--- config.mk ---
export PLATFORM = sky130hd
export DESIGN_NAME = multicycle_control_unit_flat
export DESIGN_NICKNAME = d
export VERILOG_FILES = /design/src/rtl/multicycle_control_unit_if.sv /design/src/rtl/multicycle_control_unit.sv /design/src/flat_wrapper.sv
export SDC_FILE = /design/constraint.sdc
export NUM_CORES = 1
export LEC_CHECK = 0
export BUFFER_PORTS_ARGS = -buffer_cell sky130_fd_sc_hd__buf_2
export CORE_AREA = 2 2 45 47
export DETAILED_ROUTE_END_ITERATION = 10
export DIE_AREA = 0 0 47 49
export PLACE_DENSITY = 0.75
export SYNTH_ARGS = -nofsm -noshare
export SYNTH_HDL_FRONTEND = slang
export SYNTH_SLANG_ARGS = --single-unit
--- constraint.sdc ---
create_clock -name CLK -period 1.9 [get_ports CLK]
set_input_delay 0 -clock CLK [delete_from_list [all_inputs] [get_ports CLK]]
set_output_delay 0 -clock CLK [all_outputs]
set_load 0.01 [all_outputs]
--- src/rtl/multicycle_control_unit_if.sv ---
// Control bundle between the multicycle control FSM and the MIPS-subset datapath.
// master = control unit (consumes op/flags, drives enables and selects); slave = datapath.
interface multicycle_control_unit_if;
  logic [5:0] op;
  logic       zero;
  logic       sign;
  logic [2:0] state;
  logic       PCWre;
  logic       IRWre;
  logic       InsMemRW;
  logic       RegWre;
  logic       mRD;
  logic       mWR;
  logic       ALUSrcA;
  logic       ALUSrcB;
  logic       DBDataSrc;
  logic       WrRegDSrc;
  logic       ExtSel;
  logic [1:0] RegDst;
  logic [1:0] PCSrc;
  logic [2:0] ALUOp;
  logic       halted;

  modport master (
    input  op, zero, sign,
    output state, PCWre, IRWre, InsMemRW, RegWre, mRD, mWR, ALUSrcA, ALUSrcB,
           DBDataSrc, WrRegDSrc, ExtSel, RegDst, PCSrc, ALUOp, halted
  );

  modport slave (
    output op, zero, sign,
    input  state, PCWre, IRWre, InsMemRW, RegWre, mRD, mWR, ALUSrcA, ALUSrcB,
           DBDataSrc, WrRegDSrc, ExtSel, RegDst, PCSrc, ALUOp, halted
  );
endinterface

--- src/rtl/multicycle_control_unit.sv ---
// Multicycle IF/ID/EXE/MEM/WB sequencer for the MIPS-subset CPU; the state is registered,
// and all datapath controls are decoded combinationally from state, op and the ALU flags.
module multicycle_control_unit (
  input logic                       CLK,
  input logic                       Reset,
  multicycle_control_unit_if.master bus
);

  typedef enum logic [2:0] {
    S_IF   = 3'd0,
    S_ID   = 3'd1,
    S_EXE  = 3'd2,
    S_MEM  = 3'd3,
    S_WB   = 3'd4,
    S_HALT = 3'd5
  } state_t;

  state_t cur;

  logic       is_alu, is_imm, is_sw, is_lw, is_br, is_jmp, is_jtgt, is_jr, is_jal;
  logic       is_halt, is_sll, is_zext, taken, known;
  logic [2:0] alu_op;

  // Opcode classification; taken is only meaningful for branches during EXE.
  always_comb begin
    is_alu  = 1'b0;
    is_imm  = 1'b0;
    is_sw   = 1'b0;
    is_lw   = 1'b0;
    is_br   = 1'b0;
    is_jmp  = 1'b0;
    is_jtgt = 1'b0;
    is_jr   = 1'b0;
    is_jal  = 1'b0;
    is_halt = 1'b0;
    is_sll  = 1'b0;
    is_zext = 1'b0;
    taken   = 1'b0;
    alu_op  = 3'b000;
    case (bus.op)
      6'b000000: is_alu = 1'b1;
      6'b000001: begin is_alu = 1'b1; alu_op = 3'b001; end
      6'b011000: begin is_alu = 1'b1; is_sll = 1'b1; alu_op = 3'b010; end
      6'b010000: begin is_alu = 1'b1; alu_op = 3'b011; end
      6'b010001: begin is_alu = 1'b1; alu_op = 3'b100; end
      6'b100110: begin is_alu = 1'b1; alu_op = 3'b101; end
      6'b000010: is_imm = 1'b1;
      6'b010010: begin is_imm = 1'b1; is_zext = 1'b1; alu_op = 3'b011; end
      6'b010011: begin is_imm = 1'b1; is_zext = 1'b1; alu_op = 3'b100; end
      6'b010100: begin is_imm = 1'b1; is_zext = 1'b1; alu_op = 3'b110; end
      6'b100111: begin is_imm = 1'b1; alu_op = 3'b101; end
      6'b110000: is_sw = 1'b1;
      6'b110001: is_lw = 1'b1;
      6'b110100: begin is_br = 1'b1; alu_op = 3'b001; taken = bus.zero; end
      6'b110101: begin is_br = 1'b1; alu_op = 3'b001; taken = ~bus.zero; end
      6'b110110: begin is_br = 1'b1; taken = bus.sign; end
      6'b111000: begin is_jmp = 1'b1; is_jtgt = 1'b1; end
      6'b111001: begin is_jmp = 1'b1; is_jr = 1'b1; end
      6'b111010: begin is_jmp = 1'b1; is_jtgt = 1'b1; is_jal = 1'b1; end
      6'b111111: is_halt = 1'b1;
      default: ;
    endcase
    known = is_alu | is_imm | is_sw | is_lw | is_br | is_jmp | is_halt;
  end

  always_ff @(posedge CLK) begin
    if (Reset) begin
      cur <= S_IF;
    end else begin
      case (cur)
        S_IF:  cur <= S_ID;
        S_ID: begin
          if (is_halt)                cur <= S_HALT;
          else if (is_jmp || !known)  cur <= S_IF;
          else                        cur <= S_EXE;
        end
        S_EXE: begin
          if (is_br)                  cur <= S_IF;
          else if (is_sw || is_lw)    cur <= S_MEM;
          else                        cur <= S_WB;
        end
        S_MEM:  cur <= is_lw ? S_WB : S_IF;
        S_WB:   cur <= S_IF;
        S_HALT: cur <= S_HALT;
        default: cur <= S_IF;
      endcase
    end
  end

  // Selects are driven only while an instruction is being executed (ID..WB).
  // PCWre fires in each instruction's final state; Reset masks every write strobe.
  always_comb begin
    bus.state     = cur;
    bus.InsMemRW  = 1'b1;
    bus.halted    = (cur == S_HALT);
    bus.IRWre     = (cur == S_IF);
    bus.PCWre     = 1'b0;
    bus.RegWre    = 1'b0;
    bus.mRD       = 1'b0;
    bus.mWR       = 1'b0;
    bus.ALUSrcA   = 1'b0;
    bus.ALUSrcB   = 1'b0;
    bus.DBDataSrc = 1'b0;
    bus.WrRegDSrc = 1'b0;
    bus.ExtSel    = 1'b0;
    bus.RegDst    = 2'b00;
    bus.PCSrc     = 2'b00;
    bus.ALUOp     = 3'b000;
    if (cur != S_IF && cur != S_HALT) begin
      bus.ALUSrcA   = is_sll;
      bus.ALUSrcB   = is_imm | is_lw | is_sw;
      bus.DBDataSrc = is_lw;
      bus.WrRegDSrc = ~is_jal;
      bus.ExtSel    = ~is_zext;
      bus.ALUOp     = alu_op;
      if (is_alu)                  bus.RegDst = 2'b10;
      else if (is_imm || is_lw)    bus.RegDst = 2'b01;
      if (is_jtgt)                 bus.PCSrc = 2'b11;
      else if (is_jr)              bus.PCSrc = 2'b10;
      else if (cur == S_EXE && is_br && taken) bus.PCSrc = 2'b01;
    end
    case (cur)
      S_ID: begin
        bus.PCWre  = is_jmp | ~known;
        bus.RegWre = is_jal;
      end
      S_EXE: bus.PCWre = is_br;
      S_MEM: begin
        bus.PCWre = is_sw;
        bus.mWR   = is_sw;
        bus.mRD   = is_lw;
      end
      S_WB: begin
        bus.PCWre  = 1'b1;
        bus.RegWre = is_alu | is_imm | is_lw;
      end
      default: ;
    endcase
    if (Reset) begin
      bus.IRWre  = 1'b0;
      bus.PCWre  = 1'b0;
      bus.RegWre = 1'b0;
      bus.mRD    = 1'b0;
      bus.mWR    = 1'b0;
    end
  end

endmodule
--- src/flat_wrapper.sv ---
// flat-port wrapper written by rule: the top's interface ports become plain ports
module multicycle_control_unit_flat 
  (CLK, Reset, bus_op, bus_zero, bus_sign, bus_state, bus_PCWre, bus_IRWre, bus_InsMemRW, bus_RegWre, bus_mRD, bus_mWR, bus_ALUSrcA, bus_ALUSrcB, bus_DBDataSrc, bus_WrRegDSrc, bus_ExtSel, bus_RegDst, bus_PCSrc, bus_ALUOp, bus_halted);
  multicycle_control_unit_if bus_i ();
  input logic CLK;
  input logic Reset;
  input wire logic [$bits(bus_i.op)-1:0] bus_op;
  input wire logic [$bits(bus_i.zero)-1:0] bus_zero;
  input wire logic [$bits(bus_i.sign)-1:0] bus_sign;
  output wire logic [$bits(bus_i.state)-1:0] bus_state;
  output wire logic [$bits(bus_i.PCWre)-1:0] bus_PCWre;
  output wire logic [$bits(bus_i.IRWre)-1:0] bus_IRWre;
  output wire logic [$bits(bus_i.InsMemRW)-1:0] bus_InsMemRW;
  output wire logic [$bits(bus_i.RegWre)-1:0] bus_RegWre;
  output wire logic [$bits(bus_i.mRD)-1:0] bus_mRD;
  output wire logic [$bits(bus_i.mWR)-1:0] bus_mWR;
  output wire logic [$bits(bus_i.ALUSrcA)-1:0] bus_ALUSrcA;
  output wire logic [$bits(bus_i.ALUSrcB)-1:0] bus_ALUSrcB;
  output wire logic [$bits(bus_i.DBDataSrc)-1:0] bus_DBDataSrc;
  output wire logic [$bits(bus_i.WrRegDSrc)-1:0] bus_WrRegDSrc;
  output wire logic [$bits(bus_i.ExtSel)-1:0] bus_ExtSel;
  output wire logic [$bits(bus_i.RegDst)-1:0] bus_RegDst;
  output wire logic [$bits(bus_i.PCSrc)-1:0] bus_PCSrc;
  output wire logic [$bits(bus_i.ALUOp)-1:0] bus_ALUOp;
  output wire logic [$bits(bus_i.halted)-1:0] bus_halted;
  assign bus_i.op = bus_op;
  assign bus_i.zero = bus_zero;
  assign bus_i.sign = bus_sign;
  assign bus_state = bus_i.state;
  assign bus_PCWre = bus_i.PCWre;
  assign bus_IRWre = bus_i.IRWre;
  assign bus_InsMemRW = bus_i.InsMemRW;
  assign bus_RegWre = bus_i.RegWre;
  assign bus_mRD = bus_i.mRD;
  assign bus_mWR = bus_i.mWR;
  assign bus_ALUSrcA = bus_i.ALUSrcA;
  assign bus_ALUSrcB = bus_i.ALUSrcB;
  assign bus_DBDataSrc = bus_i.DBDataSrc;
  assign bus_WrRegDSrc = bus_i.WrRegDSrc;
  assign bus_ExtSel = bus_i.ExtSel;
  assign bus_RegDst = bus_i.RegDst;
  assign bus_PCSrc = bus_i.PCSrc;
  assign bus_ALUOp = bus_i.ALUOp;
  assign bus_halted = bus_i.halted;
  multicycle_control_unit u_core (.CLK(CLK), .Reset(Reset), .bus(bus_i));
endmodule
==> results of run 1 <==
-- metrics by stage --
step	hold slack [ps]	utilization (%)	std cells	worst slack (ps)	power, uW
final	273	54.1	184	118	370
after global routing	320	54.1	184	8.59	400
after CTS	265	53.5	184	17.9	370
after detailed placement	248	51.5	179	196	254
after global placement	228	51.5	179	295	250
after floorplan	72.8	-	133	311	204
-- worst max-delay path by stage --
stage / from / to / slack, ps / cells after the start
floorplan: u_core.bus.state[2] / bus_ALUOp[1] / 310 / 5
global placement: u_core.bus.state[2] / bus_ALUOp[1] / 290 / 6
detailed placement: u_core.bus.state[2] / bus_ALUOp[1] / 200 / 6
CTS: u_core.bus.state[0] / bus_ALUOp[1] / 20 / 7
global route: u_core.bus.state[0] / bus_ALUOp[1] / 9 / 7
finish: u_core.bus.state[2] / bus_ALUOp[1] / 120 / 6
-- worst max-delay path, cell delays in order, from the launching register on --
cell and delay, ps:
dfxtp_2 420, nor2b_4 190, nor3_2 70, or2_2 310, o32a_1 190, nor4_2 210
buf_2 170
-- routing by layer --
layer	wire length, um	GRT usage (%)
met4	0	6.02
met1	1050	28.3
met5	0	0
met3	89	1.48
met2	1300	39.3
-- cells in the final DEF (no fill, tap or decap), types with 2 or more instances in the layout --
master    instances
buf_2            30
nor2_1           17
a21oi_1          12
nand2_1           9
nand2b_1          7
inv_1             6
o21ai_0           6
nand3_1           5
nor3_1            5
nor2b_1           3
a31oi_1           3
nand4_1           3
clkbuf_4          3
buf_4             3
nand3b_1          2
or4b_1            2
o22ai_1           2
a22oi_1           2
a211oi_1          2
dfxtp_2           2
-- area by class of cell --
type,instances,share of cell area (%)
Multi-Input combinational cell,110,67.1
Timing Repair Buffer,34,18.3
Sequential cell,3,6.27
Tap cell,27,3.39
Clock buffer,4,2.63
Inverter,6,2.26
-- kinds of logic (layout without fill, tap and decap cells) --
family	after synthesis	after routing	synth area share, %
and+or+nand+nor	67	67	45.9
xor gates and xnor gates	1	1	1.08
DFF	3	3	7.40
muxes	1	1	1.23
other	1	1	0.462
AOI/OAI and AO/OA	40	40	32.5
buffers and inverters	20	44	11.4
-- power by group through the flow --
stage | logic, uW | registers, uW | clock network (uW)
2_1_floorplan | 132 | 71.9 | 0
6_report | 188 | 71.5 | 110
4_1_cts | 184 | 71.0 | 115
3_3_place_gp | 178 | 71.6 | 0
5_1_grt | 208 | 72.3 | 120
3_5_place_dp | 182 | 71.9 | 0
-- what timing repair did --
item,CTS,global route
gates resized for setup,1,4
setup buffers,0,0
hold buffers,1,0
endpoints found under the hold margin,1,0
setup endpoints to repair,2,2
==> impl_results.md, run 1 <==
- Int Power: around 220 uW
- Max FO, Critical Path: 10
- Synth top cells by count: nor2_1, a21oi_1, nand2_1
- Vias per cell: 5.88
- Avg WL per Cell: 13.3 um
- Sequential power share: between 10% and 20%
- Antenna violations before repair: 0
- Worst hold path class: in -> reg
- CTS root buf: clkbuf_4
- Placed Instance Area: 948 sq um
- RD Place Congestion: between 0.9 and 1
- Post-synth cell types: 50
- Clock power share: 29.7%
- Reg2Reg Launch Point: u_core.bus.state[1]
- CP endpoint kind: output port
- Tcrit/Tclk final: between 90% and 100%
- Max reg flops: 3
- Slew Viols, Final: 0
- Fill cells: between 150 and 200
- H-tree levels: 1
- Min-delay src: bus_op[0]
- Core area: 0.00184 sq mm
- Die X: between 40 and 50 um
- R2r setup slk: around 400 ps
- Initial core utilization: roughly 44%
- Setup_tns: 0 ps
- LEAKAGE: around 0.00044 uW
- Register area: ~63 sq um
- Share of layout cells above drive strength 1: between 20% and 30%
- Hold EP: u_core.bus.state[2]
- Synthesis-stage register bit count: 3
- Final ANT Viol Nets: 0
- Port-buffer cells: 30
- I/O pin count: 32
- # DRC: 0
- Worst Setup Path Type: reg -> out
- TritonCTS Buffers: 3
- WP data required: between 1500 and 2000 ps
- Max clock buf depth: 2
- Synth async-reset ratio: 0%
- Pre-antenna DRT Iters: 4
- Sw Ratio: slightly above 40%
- Final Critical Period: 1780 ps
- Chip Height: 49 um
- Comb pwr share: between 50% and 60%
- Clk sinks: 3
- Synth top area share: ~7.9%
- Vias post-DR: roughly 1100
- Synthesized area: just over 800 sq um
- Ys Warns: 0
- Number of global-route vias before repair: 960
- Synth top area cells: nor2_1, a21oi_1, dfxtp_1
- Global Route Usage Sum: between 20 and 25%
- # setup viols final: 0
- Overflow after GRT: 0
- Register-to-Register Path Depth: 4
- Row cnt: 16
- Post-synth EDFFs: 0
- Setup crit start kind: flip-flop
- Post-DP HPWL: approximately 1800 um
- VDD IR max: 0.000417 V
- Outcome: complete, no violations
- Fmax: 561 MHz
- Ys flop type: dfxtp_1
- Drt initial violations: 20
- Final Hold Viols: 0
- Arrival @ worst endpoint: around 1800 ps
- Top-count cell post-synth: nor2_1
- WHS Path Cells: 3
- Avg Cell Area, Syn: just over 6 sq um
- Area grow syn2layout: 22.8%
- Clock-pin slew on the worst setup and hold paths: roughly 40 ps
- Power Density: around 370 mW/mm^2
- # Max-Cap Violations: 0
- First-pass GRT wire length: 4070 um
- Reg-to-Reg End: u_core.bus.state[1]
- Ant diodes: 0
- Clock tree from TritonCTS: done
- Die area: 0.00230 sq mm
- Finished Cell Area: about 1000 sq um
- Routed WL: between 2000 and 2500 um
- Unrepaired setup endpoints after global routing: false
- Largest net degree at the start of global routing: 24
- Switching power: between 150 and 200 uW
- Max Clock Skew: roughly 3 ps
- Clock latency on the worst-skew pair: around 230 ps
- Syn Nets: 143
- Post-Synthesis Cells: about 130
- Post-synth top area cell: nor2_1
- Area of the multi-input gates: roughly 670 sq um
- Sequential fraction of the synthesis area: under 10%
- Final layout net count: around 170
(Power assumes the default switching activity.)
==> run 2, diff against run 1 <==
Settings changed: CORE_AREA 2 2 45 47 to 2 2 46 48, DIE_AREA 0 0 47 49 to 0 0 48 50, PLACE_DENSITY 0.75 to 0.72.
==> impl_results.md, run 2 (synthesis gave the netlist of run 1 again) <==
- CP bufs+invs: 2
- Number of global-route vias before repair: 919
- Clock tree from TritonCTS: done
- Final Critical Period: 1760 ps
- Pre-antenna DRT Iters: 4
- Final Hold Viols: 0
- Reg-to-Reg End: u_core.bus.state[1]
- Clock-pin slew on the worst setup and hold paths: 30 ps
- Crit-path max cell delay: 330 ps
- Clk sinks: 3
- Tcrit/Tclk final: 92.7%
- First-pass GRT wire length: 3900 um
- Fmax: about 570 MHz
- I/O pin count: 32
- Vias post-DR: 1084
- Reg2Reg Launch Point: u_core.bus.state[1]
- Share of layout cells above drive strength 1: 27.8%
- Initial core utilization: 42.7%
- Routed WL: around 2400 um
- Setup crit start kind: flip-flop
- CTS root buf: clkbuf_4
- LEAKAGE: approximately 0.00045 uW
- Die X: around 48 um
- Finished Cell Area: between 0.001 and 0.0015 sq mm
- Cells along the critical path: buf_4, nor2b_4, nor3_2, or2_2, o32a_1, nor3_1, buf_2
- WHS Path Cells: 3
- Chip Height: roughly 50 um
- Global Route Usage Sum: 21.6%
- Largest net degree at the start of global routing: 21
- Die area: 0.00240 sq mm
- Final layout net count: 169
- Worst hold path class: in -> reg
- Min-delay src: bus_op[1]
- R2r setup slk: approximately 420 ps
- WP data required: 1900 ps
- Placed Instance Area: roughly 960 sq um
- Port-buffer cells: 30
- Overflow after GRT: 0
- Final ANT Viol Nets: 0
- Clock latency on the worst-skew pair: 230 ps
- CP max stage cell: dfxtp_1
- Fill cells: about 200
- Register-to-Register Path Depth: 4
- CP endpoint kind: output port
- Max Clock Skew: 1.24 ps
- Drt initial violations: 13
- Slew Viols, Final: 0
- Max reg flops: 3
- Total power: roughly 370 uW
- # DRC: 0
- Vias per cell: slightly below 6
- RD Place Congestion: a little over 0.9
- Avg WL per Cell: 13.1 um
- Power Density: approximately 360 mW/mm^2
- TritonCTS Buffers: 3
- # setup viols final: 0
- Top delay family on crit path: simple AND/OR/NAND/NOR gates
- # Max-Cap Violations: 0
- Commonest non-fill, non-tap cells in the layout: buf_2, nor2_1, a21oi_1, nand2_1, nand2b_1
- Fin util: a little over half
- Outcome: complete, no violations
- Hold EP: u_core.bus.state[2]
- Commonest non-fill, non-tap cell in the layout: buf_2
- Ant diodes: 0
- Row cnt: 16
- Arrival @ worst endpoint: roughly 1800 ps
- Final hold slack: roughly 220 ps
- Setup_tns: 0 ps
- Max FO, Critical Path: 10
- H-tree levels: 1
- Worst Setup Path Type: reg -> out
- Antenna violations before repair: 0
- Max clock buf depth: 2
- Post-DP HPWL: around 1800 um
- Unrepaired setup endpoints after global routing: false
- VDD IR max: between 0.0004 and 0.0005 V
- Core area: about 0.0019 sq mm
- Area grow syn2layout: 24.5%
## run 2: cell types whose count changed in the layout (fill, tap and decap cells not counted)
| cell | change |
|---|---|
| nor2b_4 | +1 |
| buf_4 | +1 |
| dfxtp_4 | +1 |
| dfxtp_1 | +1 |
| dfxtp_2 | -2 |
| nor2b_2 | -1 |
## run 2: worst max path at each step
stage                   startpoint           end  depth (start not counted)
3_5_place_dp   u_core.bus.state[2]  bus_ALUOp[1]                          6
5_1_grt        u_core.bus.state[0]  bus_ALUOp[2]                          7
2_1_floorplan  u_core.bus.state[2]  bus_ALUOp[1]                          5
4_1_cts        u_core.bus.state[0]  bus_ALUOp[1]                          7
6_report       u_core.bus.state[0]  bus_ALUOp[2]                          7
3_3_place_gp   u_core.bus.state[2]  bus_ALUOp[1]                          6
## run 2: repair_timing
| item | 4_1_cts | 5_1_grt |
|---|---|---|
| hold endpoints to repair | 1 | 0 |
| pin swaps | 0 | 1 |
| setup buffers | 0 | 0 |
| cloned | 0 | 0 |
| hold buffers | 1 | 0 |
| gates resized for setup | 1 | 5 |
| setup endpoints to repair | 1 | 2 |
## run 2: power by group
part	internal (uW)	switching, uW	total, uW	leakage (uW)
registers	65.4	4.58	70.0	0.0000254
logic	75.5	116	192	0.000408
clock network	78.4	28.9	107	0.0000150
## run 2: routing by layer
metal	vias to the layer above	wire length (um)	GRT usage, %
li1	536	-	-
met1	502	1080	28.2
met2	44	1210	34.2
met3	2	135	4.40
met4	0	2	6.76
met5	-	0	0
## run 2: area by class of cell
| cell class | count | area, sq um | share of cell area [%] |
|---|---|---|---|
| Inverter | 6 | 22.5 | 2.23 |
| Sequential cell | 3 | 63.8 | 6.31 |
| Tap cell | 27 | 33.8 | 3.34 |
| Clock buffer | 4 | 26.3 | 2.60 |
| Timing Repair Buffer | 35 | 190 | 18.8 |
| Multi-Input combinational cell | 110 | 674 | 66.7 |
## run 2: tightest hold or removal path, delay by kind of cell
family	cells	cell delay (ps)
compound gates	1	80
simple gates	1	140
buf+inv	1	170
## run 2: per-stage QoR
step | std cells | worst slack (ps)
finish | 185 | 139
global route | 185 | 40.9
CTS | 185 | 48.4
detailed placement | 180 | 232
global placement | 180 | 300
floorplan | 133 | 311
